<file path="config.mk">
export PLATFORM = sky130hd
export DESIGN_NAME = dmem_arbiter
export DESIGN_NICKNAME = d
export VERILOG_FILES = /design/src/rtl/dmem_arb_pkg.sv /design/src/rtl/dmem_arb_rr2.sv /design/src/rtl/dmem_arbiter.sv
export SDC_FILE = /design/constraint.sdc
export NUM_CORES = 1
export LEC_CHECK = 0
export ABC_AREA = 1
export ABC_CLOCK_PERIOD_IN_PS = 2250
export CAP_MARGIN = 20
export CORE_MARGIN = 2
export CORE_UTILIZATION = 46
export DETAILED_ROUTE_END_ITERATION = 16
export PLACE_DENSITY = 0.87
export SLEW_MARGIN = 20
export SYNTH_ARGS = -nofsm -noshare
export SYNTH_HDL_FRONTEND = slang
export SYNTH_SLANG_ARGS = --single-unit
</file>
<file path="constraint.sdc">
create_clock -name clk -period 2.25 [get_ports clk]
set_input_delay 0.45 -clock clk [delete_from_list [all_inputs] [get_ports clk]]
set_output_delay 0.45 -clock clk [all_outputs]
set_load 0.01 [all_outputs]
</file>
<file path="src/rtl/dmem_arb_pkg.sv">
// rtl/dmem_arb_pkg.sv - shared types and constants for the data-memory arbiter
// FSM encoding, owner encoding and default abort timeout.
package dmem_arb_pkg;

    typedef enum logic [1:0] {
        ST_IDLE   = 2'd0,
        ST_BUSY_C = 2'd1,
        ST_BUSY_D = 2'd2
    } arb_state_e;

    localparam logic OWN_CORE = 1'b0;
    localparam logic OWN_DBG  = 1'b1;

    localparam int DEF_TIMEOUT_CYCLES = 16;

    function automatic arb_state_e busy_state_for(input logic owner);
        return (owner == OWN_DBG) ? ST_BUSY_D : ST_BUSY_C;
    endfunction

endpackage

</file>
<file path="src/rtl/dmem_arb_rr2.sv">
// rtl/dmem_arb_rr2.sv - two-way round-robin picker
// Grant bit 0 is the core, bit 1 the debug requester; a tie goes to whoever was not served last.
module dmem_arb_rr2
    import dmem_arb_pkg::*;
(
    input  logic       en_i,
    input  logic [1:0] req_i,
    input  logic       last_owner_i,
    output logic [1:0] gnt_o
);

    always_comb begin
        gnt_o = 2'b00;
        if (en_i) begin
            if (req_i == 2'b11) begin
                gnt_o = (last_owner_i == OWN_DBG) ? 2'b01 : 2'b10;
            end else begin
                gnt_o = req_i;
            end
        end
    end

endmodule

</file>
<file path="src/rtl/dmem_arbiter.sv">
// rtl/dmem_arbiter.sv - core/debug arbiter in front of a single data-memory port
// Optional BUSY abort timer enabled by defining DMEM_ARB_TIMEOUT_EN.
module dmem_arbiter
    import dmem_arb_pkg::*;
#(
    parameter int TIMEOUT_CYCLES = DEF_TIMEOUT_CYCLES
) (
    input  logic        clk,
    input  logic        reset,

    input  logic        c_req,
    input  logic        c_we,
    input  logic [31:0] c_addr,
    input  logic [31:0] c_wdata,
    output logic        c_gnt,
    output logic        c_rvalid,
    output logic [31:0] c_rdata,

    input  logic        d_req,
    input  logic        d_we,
    input  logic [31:0] d_addr,
    input  logic [31:0] d_wdata,
    output logic        d_gnt,
    output logic        d_rvalid,
    output logic [31:0] d_rdata,

    output logic        m_req,
    output logic        m_we,
    output logic [31:0] m_addr,
    output logic [31:0] m_wdata,
    input  logic        m_ready,
    input  logic [31:0] m_rdata,

    output logic        rsp_err
);

    if (TIMEOUT_CYCLES < 1) begin : g_bad_timeout
        $error("TIMEOUT_CYCLES must be at least 1");
    end

    arb_state_e  state_q, state_d;
    logic        last_owner_q, last_owner_d;
    logic [31:0] addr_q, addr_d;
    logic [31:0] wdata_q, wdata_d;
    logic        we_q, we_d;
    logic        c_rvalid_q, c_rvalid_d;
    logic        d_rvalid_q, d_rvalid_d;
    logic [31:0] c_rdata_q, c_rdata_d;
    logic [31:0] d_rdata_q, d_rdata_d;

    logic [1:0]  gnt;
    logic        busy;
    logic        owner;
    logic        timeout;
    logic        rsp_fire;
    logic [31:0] rsp_data;

    assign busy  = (state_q != ST_IDLE);
    assign owner = (state_q == ST_BUSY_D) ? OWN_DBG : OWN_CORE;

    // Grants are only offered from IDLE and are forced low while reset is held.
    dmem_arb_rr2 u_rr2 (
        .en_i        ((state_q == ST_IDLE) && reset),
        .req_i       ({d_req, c_req}),
        .last_owner_i(last_owner_q),
        .gnt_o       (gnt)
    );

    assign c_gnt = gnt[0];
    assign d_gnt = gnt[1];

`ifdef DMEM_ARB_TIMEOUT_EN
    localparam int CNT_W = $clog2(TIMEOUT_CYCLES + 1);

    logic [CNT_W-1:0] cnt_q, cnt_d;
    logic             err_q, err_d;

    // Counter sits at zero in IDLE, so every BUSY entry starts a fresh count.
    assign cnt_d   = busy ? (cnt_q + 1'b1) : '0;
    assign timeout = busy && (cnt_q == CNT_W'(TIMEOUT_CYCLES - 1));
    assign err_d   = busy && !m_ready && timeout;
    assign rsp_err = err_q;

    always_ff @(posedge clk or negedge reset) begin
        if (!reset) begin
            cnt_q <= '0;
            err_q <= 1'b0;
        end else begin
            cnt_q <= cnt_d;
            err_q <= err_d;
        end
    end
`else
    assign timeout = 1'b0;
    assign rsp_err = 1'b0;
`endif

    assign rsp_fire = busy && (m_ready || timeout);
    assign rsp_data = (m_ready && !we_q) ? m_rdata : 32'h0;

    always_comb begin
        state_d      = state_q;
        last_owner_d = last_owner_q;
        addr_d       = addr_q;
        wdata_d      = wdata_q;
        we_d         = we_q;
        c_rvalid_d   = 1'b0;
        d_rvalid_d   = 1'b0;
        c_rdata_d    = c_rdata_q;
        d_rdata_d    = d_rdata_q;

        case (state_q)
            ST_IDLE: begin
                if (gnt[0]) begin
                    addr_d       = c_addr;
                    wdata_d      = c_wdata;
                    we_d         = c_we;
                    last_owner_d = OWN_CORE;
                    state_d      = busy_state_for(OWN_CORE);
                end else if (gnt[1]) begin
                    addr_d       = d_addr;
                    wdata_d      = d_wdata;
                    we_d         = d_we;
                    last_owner_d = OWN_DBG;
                    state_d      = busy_state_for(OWN_DBG);
                end
            end
            ST_BUSY_C, ST_BUSY_D: begin
                if (rsp_fire) begin
                    if (owner == OWN_DBG) begin
                        d_rvalid_d = 1'b1;
                        d_rdata_d  = rsp_data;
                    end else begin
                        c_rvalid_d = 1'b1;
                        c_rdata_d  = rsp_data;
                    end
                    state_d = ST_IDLE;
                end
            end
            default: state_d = ST_IDLE;
        endcase
    end

    always_ff @(posedge clk or negedge reset) begin
        if (!reset) begin
            state_q      <= ST_IDLE;
            last_owner_q <= OWN_DBG;
            addr_q       <= 32'h0;
            wdata_q      <= 32'h0;
            we_q         <= 1'b0;
            c_rvalid_q   <= 1'b0;
            d_rvalid_q   <= 1'b0;
            c_rdata_q    <= 32'h0;
            d_rdata_q    <= 32'h0;
        end else begin
            state_q      <= state_d;
            last_owner_q <= last_owner_d;
            addr_q       <= addr_d;
            wdata_q      <= wdata_d;
            we_q         <= we_d;
            c_rvalid_q   <= c_rvalid_d;
            d_rvalid_q   <= d_rvalid_d;
            c_rdata_q    <= c_rdata_d;
            d_rdata_q    <= d_rdata_d;
        end
    end

    assign m_req    = busy;
    assign m_we     = we_q;
    assign m_addr   = addr_q;
    assign m_wdata  = wdata_q;
    assign c_rvalid = c_rvalid_q;
    assign d_rvalid = d_rvalid_q;
    assign c_rdata  = c_rdata_q;
    assign d_rdata  = d_rdata_q;

endmodule

</file>
==> impl_metrics.tcl <==
set metrics [dict create \
    status "completed" \
    setup_tns_ns 0 \
    cp_max_fo 5 \
    core_area_um2 14420 \
    drive_gt1_share_pct 5.425 \
    cp_data_required_time_ns 1.80 \
    tightest_slew_ns 0.7224 \
    synthTopCellsByArea "dfrtp_1, nand2_1, nand3_1" \
    clock-sinks 134 \
    ys_warn_count 0 \
    path_cells "inv_1 -> ha_4 -> nand2_1 -> nor2_4 -> nand2_2 -> inv_1 -> dlygate4sd2_1" \
    drtPass1Iterations 4 \
    peakVddDrop_mv 0.6906 \
    wirelength_um 22020 \
    grt_pass1_wl_um 36200 \
    final-hold-violation-count 0 \
    dieArea_um2 15670 \
    path_clk_slew_ns 0.06 \
    rsz0062_at_grt "no" \
    min_period_over_period_pct 94.63 \
    drv_slew 0 \
    antenna_found_initial 0 \
    synth_commonest_cells "nand2_1, inv_1, nand3_1" \
    crit_arrival_ns 1.68 \
    max_freq_mhz 469.7 \
    fin_cells 1419 \
    port_buffers 300 \
    switchingPower_mw 4.534 \
    crit_family "buffers and inverters" \
    drc 0 \
    pwr-share-comb_pct 45.2 \
    syn_to_final_growth_pct 56.41 \
    start_util_pct 46.84 \
    max_slew_margin_pct 51.84 \
    vias_per_cell 4.968 \
    synth_area_per_cell_um2 7.203 \
    power_density_nw_per_um2 1197 \
    rows 44 \
    start_kind "register" \
    ys_types 20 \
    place_congestion 0.8764 \
    end_kind "primary output" \
    wire_per_inst_um 15.52 \
    synth_flop_cell "dfrtp_1" \
    max_stage_delay_ns 0.39 \
    synth-edff-count 0 \
    crit_buf_inv 3 \
    post-synth-top-count-cell "nand2_1" \
    async_flop_share_pct 100.0 \
    io_pins 302 \
    via_count 7049 \
    setup_viol 0 \
    fin_nets 1392 \
    drt_iter0_drc 467 \
    p_int_mw 8.118 \
    synth_cells 938 \
    die_x_um 125.2 \
    holdWs_ns 0.06811 \
    swShare_pct 35.83 \
    seq_area_frac_synth_pct 49.65 \
    crit_top_cell "inv_1" \
    power_frac_seq_pct 32.3 \
    dp_hpwl_um 14950 \
    criticalPathCategory "reg2out" \
    grt-ovfl-total 0 \
    clk_latency_ns 0.42 \
    cts_root_buf "clkbuf_16" \
    grt_max_degree 110 \
    fill_cells 1091 \
    p_leak_nw 5.656 \
    pwr-share-clk_pct 22.4 \
    n_antenna_cell 0 \
    pre_cts_slack_ns -0.07626 \
    fin_crit_ns 2.129 \
    syn_area_um2 6756 \
    ant_nets 0 \
    synth_top_area_share_pct 49.26 \
    synth_top_cell_by_area "dfrtp_1" \
    fin_ws_ns 0.1209 \
    synth_nets 1107 \
    grt_usage_pct 28.81 \
    synth_seq_cells 134 \
    cts_buffers 17 \
    grt_pass1_vias 7128 \
    cts_tree "built" \
    placed_cells 1387 \
    maxCapViolations 0 \
    die_y_um 125.2 \
    hold_path_class "in2async" \
    crit_slowest_cell "dfrtp_1" \
    cts_post_setup_buffers_inserted 0 \
    fin_worst_skew_ns 0.009130 \
    cts_buffer_depth 2 \
    htreeDepth 4 \
]
## cells by family after synthesis
kind of cell    after synthesis  synth area share [%]
buf+inv                     229                 14.19
flops                       134                 49.65
simple gates                506                 30.81
fa+ha+maj                     2                0.3703
other cells                   1               0.05550
compound gates               66                 4.926
## placed cells by master (no fill, tap or decap), types with 4 or more instances in the layout
cell             synthesis  routed
buf_4                   14      17
inv_1                  170     168
buf_12                   0       6
dfrtp_1                133     133
clkdlybuf4s50_1          0     296
nand3_1                134     134
clkinvlp_4               0       4
clkbuf_16                0      17
nor2_1                  32      32
nand2_2                  0       4
o21ai_0                 64      64
nand2_1                336     332
## final timing paths
check / from / to / slack (ns) / depth (start not counted)
max: state_q[1]$_DFFE_PN0P_ / c_gnt / 0.12 / 7
min: reset / m_wdata[17]$_DFFE_PN0P_ / 0.07 / 2
max reg2reg: state_q[1]$_DFFE_PN0P_ / m_addr[3]$_DFFE_PN0P_ / 0.25 / 8
min reg2reg: m_addr[14]$_DFFE_PN0P_ / m_addr[14]$_DFFE_PN0P_ / 0.47 / 2
max in group asynchronous: reset / m_wdata[5]$_DFFE_PN0P_ / 1.49 / 2
min in group clk: m_addr[14]$_DFFE_PN0P_ / m_addr[14]$_DFFE_PN0P_ / 0.47 / 2
## per-stage QoR
stage	power (mW)	instance area, µm²	util, %
finish	12.65	10570	73.27
global route	13.43	10570	73.27
global placement	9.655	9937	68.89
CTS	12.72	10560	73.24
detailed placement	9.780	9937	68.89
floorplan	6.457	6756	-
## power by group through the flow
stage | clock network [mW] | logic, mW | registers [mW]
after floorplan | 0 | 1.89 | 4.56
after global placement | 0 | 5.60 | 4.06
after CTS | 2.89 | 5.75 | 4.09
final | 2.84 | 5.72 | 4.09
after detailed placement | 0 | 5.69 | 4.09
after global routing | 3.00 | 6.21 | 4.23
## sequential cells by signal, indices dropped and copies added, names as in the netlist
| register | count |
|---|---|
| m_addr | 32 |
| m_wdata | 32 |
| c_rdata | 32 |
| d_rdata | 32 |
| d_rvalid | 1 |
| m_we | 1 |
| state_q | 2 |
| last_owner_q | 1 |
| c_rvalid | 1 |
## repair_timing
item / CTS / global route
hold buffers: 1 / 0
resized for setup: 6 / 1
setup endpoints to repair: 3 / 1
endpoints found under the hold margin: 5 / 0
## routing by layer
metal	global-route usage (%)	share of wire, %	vias up	routed length, µm
li1	-	-	3387	-
met3	9.585	9.2	71	2027
met1	35.21	40	3274	8762
met4	13.86	4.4	0	977
met2	46.16	47	317	10260
met5	0	0	-	0
## area by class of cell
type                       count  area [µm²]  area share, %
sequential                   134        3354          31.74
multi-input combinational    575        2475          23.42
tap                          184       230.2          2.179
timing repair buffer         324        3258          30.83
inverter                     171       641.9          6.074
clock inverter                11       151.4          1.433
clock buffer                  20       456.7          4.322
No activity file was read; power rests on OpenSTA's default activity.
